$ cat config.mk
export PLATFORM = sky130hd
export DESIGN_NAME = and_gate_flat
export DESIGN_NICKNAME = d
export VERILOG_FILES = /design/src/rtl/and_gate_if.sv /design/src/rtl/and_gate.sv /design/src/flat_wrapper.sv
export SDC_FILE = /design/constraint.sdc
export NUM_CORES = 1
export LEC_CHECK = 0
export ABC_AREA = 1
export BUFFER_PORTS_ARGS = -buffer_cell sky130_fd_sc_hd__buf_4
export CAP_MARGIN = 20
export CORE_AREA = 2 2 39 41
export CTS_CLUSTER_SIZE = 24
export DETAILED_ROUTE_END_ITERATION = 7
export DIE_AREA = 0 0 41 43
export PLACE_DENSITY = 0.74
export SLEW_MARGIN = 20
export SYNTH_ARGS = -nofsm -noshare
export SYNTH_HDL_FRONTEND = slang
export SYNTH_SLANG_ARGS = --single-unit
export TNS_END_PERCENT = 20
$ cat constraint.sdc
create_clock -name clk -period 2.4 [get_ports clk]
set_input_delay 0.24 -clock clk [delete_from_list [all_inputs] [get_ports clk]]
set_output_delay 0.24 -clock clk [all_outputs]
set_load 0.005 [all_outputs]
$ cat src/rtl/and_gate_if.sv
// Bundles the operand inputs and all results of and_gate; clk/rst remain
// plain ports on the module.
interface and_gate_if #(
  parameter int unsigned WIDTH = 1,
  parameter int unsigned CNT_W = 8
);
    logic [WIDTH-1:0] a;
    logic [WIDTH-1:0] b;
    logic             cnt_clr;
    logic [WIDTH-1:0] f;
    logic [WIDTH-1:0] f_q;
    logic [WIDTH-1:0] f_rise;
    logic [CNT_W-1:0] hi_cnt;

    modport master (
        output a, b, cnt_clr,
        input  f, f_q, f_rise, hi_cnt
    );

    modport slave (
        input  a, b, cnt_clr,
        output f, f_q, f_rise, hi_cnt
    );
endinterface

$ cat src/rtl/and_gate.sv
// Bitwise AND with a registered copy, a per-bit rising-edge pulse and a
// saturating count of cycles in which every result bit is high.
module and_gate #(
  parameter int unsigned WIDTH = 1,
  parameter int unsigned CNT_W = 8
) (
    input logic       clk,
    input logic       rst,
    and_gate_if.slave bus
);
    logic [WIDTH-1:0] f_comb;
    logic [WIDTH-1:0] f_q_r;
    logic [WIDTH-1:0] f_rise_r;
    logic [CNT_W-1:0] hi_cnt_r;
    logic             all_hi;
    logic             cnt_full;

    // f stays purely combinational so it keeps tracking a & b through reset.
    always_comb begin
        f_comb   = bus.a & bus.b;
        all_hi   = &f_comb;
        cnt_full = &hi_cnt_r;
    end

    always_ff @(posedge clk or posedge rst) begin
        if (rst) begin
            f_q_r    <= '0;
            f_rise_r <= '0;
            hi_cnt_r <= '0;
        end else begin
            f_q_r    <= f_comb;
            f_rise_r <= f_comb & ~f_q_r;
            // Clear wins over increment; the count holds once it saturates.
            if (bus.cnt_clr)
                hi_cnt_r <= '0;
            else if (all_hi && !cnt_full)
                hi_cnt_r <= hi_cnt_r + 1'b1;
        end
    end

    assign bus.f      = f_comb;
    assign bus.f_q    = f_q_r;
    assign bus.f_rise = f_rise_r;
    assign bus.hi_cnt = hi_cnt_r;
endmodule

$ cat src/flat_wrapper.sv
// flat-port wrapper written by rule: the top's interface ports become plain ports
module and_gate_flat 
#(
  parameter int unsigned WIDTH = 1,
  parameter int unsigned CNT_W = 8
)
  (clk, rst, bus_a, bus_b, bus_cnt_clr, bus_f, bus_f_q, bus_f_rise, bus_hi_cnt);
  and_gate_if #(.WIDTH(WIDTH), .CNT_W(CNT_W)) bus_i ();
  input logic clk;
  input logic rst;
  input wire logic [$bits(bus_i.a)-1:0] bus_a;
  input wire logic [$bits(bus_i.b)-1:0] bus_b;
  input wire logic [$bits(bus_i.cnt_clr)-1:0] bus_cnt_clr;
  output wire logic [$bits(bus_i.f)-1:0] bus_f;
  output wire logic [$bits(bus_i.f_q)-1:0] bus_f_q;
  output wire logic [$bits(bus_i.f_rise)-1:0] bus_f_rise;
  output wire logic [$bits(bus_i.hi_cnt)-1:0] bus_hi_cnt;
  assign bus_i.a = bus_a;
  assign bus_i.b = bus_b;
  assign bus_i.cnt_clr = bus_cnt_clr;
  assign bus_f = bus_i.f;
  assign bus_f_q = bus_i.f_q;
  assign bus_f_rise = bus_i.f_rise;
  assign bus_hi_cnt = bus_i.hi_cnt;
  and_gate #(.WIDTH(WIDTH), .CNT_W(CNT_W)) u_core (.clk(clk), .rst(rst), .bus(bus_i));
endmodule
==> flow_metrics.tcl <==
set metrics [dict create \
    grt_pass1_wl_um 2014 \
    seqPwrFrac_pct 47.6 \
    r2r_cells 6 \
    synth_seq_cells 10 \
    async_reset_ff_share_pct 100.0 \
    row_count 14 \
    cts_tree "done" \
    clkTransAtPathRegs_ns 0.07 \
    synth_area_um2 574.3 \
    ys.flop_type "dfrtp_1" \
    maxCapViolCount 0 \
    synth.most_common_cell "nand2_1" \
    drcViolationCount 0 \
    slew_violations 0 \
    die_h_um 43 \
    skew_ns 0.001165 \
    grt_max_degree 11 \
    synth-seq-area-share_pct 43.57 \
    vdd_drop_max_v 0.0002708 \
    ys_types 16 \
    synth_top_area_share_pct 43.57 \
    wirelength_um 1219 \
    syn_inst 75 \
    clockPowerShare_pct 42.5 \
    cts_root_buf "clkbuf_4" \
    worst_slew_pin_slew_ns 0.4136 \
    startpoint_type "flop" \
    finalCritPeriodShare_pct 59.46 \
    synth_edf_count 0 \
    cp-end-kind "flop" \
    ctsResizeCount 0 \
    place.gp.congestion 0.7896 \
    drt-pass1-iter-count 4 \
    cts_made_buffers 3 \
    comb_power_share_pct 10.0 \
    clk_latency_ns 0.27 \
    tns_ns 0 \
    fmax_mhz 700.7 \
    avgSynthCellArea_um2 7.657 \
    antenna_left 0 \
    p_leak_nw 0.4128 \
    grt-ovfl-total 0 \
    synth_area_leaders "dfrtp_1 (44%), nand2_1 (16%), nand3_1 (6.1%)" \
    synth_area_leader_cell "dfrtp_1" \
    grt_usage_pct 17.07 \
    clockBufferDepth 2 \
    min_to "u_core.bus.hi_cnt[3]" \
    arrival_ns 1.64 \
    grt_pass1_vias 497 \
    n_antenna_cell 0 \
    antenna_found_initial 0 \
    critPathMaxStageDelay_ns 0.42 \
    nFillCells 129 \
    syn-num-nets 81 \
    port_buffers 15 \
    slew-limit-headroom_pct 72.40 \
    outcome "finished, final reports clean" \
    drt-initial-drc-count 6 \
    worstPathMaxFanout 5 \
    power_switching_mw 0.08808 \
    internal_power_mw 0.2806 \
    h-tree-depth 1 \
    post-place-ws_ns 0.9921 \
    hold_path_depth 4 \
    critPathTopFamily "flip-flops" \
    vias 558 \
    hold_viol 0 \
    critical_path_class "flop to flop" \
    cp.required_ns 2.61 \
    core_um2 1384 \
    wl_per_cell_um 10.98 \
    worst-path-buf-inv 0 \
    worstHoldStart "bus_cnt_clr" \
    rsz0062_at_grt "false" \
    syn_to_final_growth_pct 31.15 \
    place_hpwl_um 916.4 \
    initial_core_util_pct 41.50 \
    path_cells "ha_1, nand2_2, nor2_4, a21oi_1, nand4_1, nand2_1" \
    stdcell_area_um2 753.2 \
    io-pin-count 16 \
    finalCriticalPeriod_ns 1.427 \
    die-width_um 41 \
    dieArea_um2 1763 \
    clock-sinks 10 \
    p_sw_share_pct 23.89 \
    finalSetupViolCount 0 \
    setup_ws_ns 0.9729 \
    cp_slowest_cell "dfrtp_1" \
    placed_area_um2 706.9 \
    setup.reg_to_reg.worst_slack_ns 0.97 \
    hold_class "input port to flop" \
    r2r-start "u_core.bus.hi_cnt[0]" \
    yosys_warnings 0 \
    fin_util_pct 54.43 \
    yosys-top-cells-count "nand2_1 (24), dfrtp_1 (10), nor2_1 (9), inv_1 (8), nand3_1 (7)" \
    drive_gt1_share_pct 28.42 \
    cp.depth 6 \
    rr_endpoint "u_core.bus.hi_cnt[7]" \
    powerDensity_nw_per_um2 489.4 \
    via_per_inst 5.027 \
    nets 102 \
]
==> worst register-to-register path, stage by stage, from the launching register on <==
cell and delay (ns):
dfrtp_1 0.42, ha_1 0.23, nand2_2 0.11, nor2_4 0.05, a21oi_1 0.33, nand4_1 0.14, nand2_1 0.08
==> cell families after synthesis <==
| kind of cell | Yosys count | share of synthesized area (%) |
|---|---|---|
| simple gates | 49 | 41.61 |
| xor+xnor | 1 | 1.525 |
| buf+inv | 9 | 6.754 |
| flops | 10 | 43.57 |
| compound gates | 5 | 4.357 |
| fa+ha+maj | 1 | 2.178 |
==> per-layer routing <==
layer,track usage [%],share of wire (%),up-vias
li1,-,-,277
met1,20.33,44,257
met2,25.94,48,19
met3,4.712,4.2,5
met4,10.00,3.1,0
met5,0,0,-
==> cell usage in the layout, fill, tap and decap left out, drive strengths merged <==
master / n
buf: 15
or2: 1
nor3: 1
clkbuf: 4
nand3: 7
dlygate4sd3: 1
clkinv: 1
nand4: 1
xor2: 1
a21oi: 3
nand2: 28
o21ai: 2
dfrtp: 10
nor2: 11
ha: 1
inv: 8
==> power by group through the flow <==
stage | registers [mW] | clock network, mW | logic, mW
after floorplan | 0.179 | 0 | 0.0182
after global placement | 0.178 | 0 | 0.0353
after detailed placement | 0.179 | 0 | 0.0357
after CTS | 0.175 | 0.160 | 0.0371
after global routing | 0.176 | 0.169 | 0.0411
final | 0.175 | 0.157 | 0.0367
==> worst max path at each step <==
stage / from / end / slack, ns
floorplan: u_core.bus.hi_cnt[0] / u_core.bus.hi_cnt[0] / 1.13
global placement: u_core.bus.hi_cnt[0] / u_core.bus.hi_cnt[0] / 1.01
detailed placement: u_core.bus.hi_cnt[0] / u_core.bus.hi_cnt[0] / 0.99
CTS: u_core.bus.hi_cnt[0] / u_core.bus.hi_cnt[0] / 0.97
global route: u_core.bus.hi_cnt[0] / u_core.bus.hi_cnt[0] / 0.83
finish: u_core.bus.hi_cnt[0] / u_core.bus.hi_cnt[7] / 0.97
==> through the flow <==
| step | hold slack [ns] | std cells | total power, mW |
|---|---|---|---|
| after detailed placement | 0.2590 | 106 | 0.2143 |
| final | 0.2326 | 111 | 0.3687 |
| after global placement | 0.2507 | 106 | 0.2136 |
| after floorplan | 0.08018 | 75 | 0.1968 |
| after CTS | 0.2316 | 111 | 0.3724 |
| after global routing | 0.2502 | 111 | 0.3856 |
==> cell type report <==
type	instances	area, µm²	share of cell area, %
clock buffers	4	36.28	4.817
multi-input cells	56	285.3	37.87
repair buffers	16	122.6	16.28
inverters	9	38.79	5.150
well taps	16	20.02	2.658
flip-flops and latches	10	250.2	33.22
==> sequential cells by signal, summed over array words and instances (netlist names) <==
register	flops
u_core.bus.f_rise	1
u_core.bus.hi_cnt	8
u_core.bus.f_q	1
==> what timing repair did <==
action	in CTS	in global routing
hold buffers	1	0
hold endpoints to repair	10	0
setup endpoints to repair	0	0
setup buffers	0	0
Note: power is estimated with default switching activity, not from simulation.
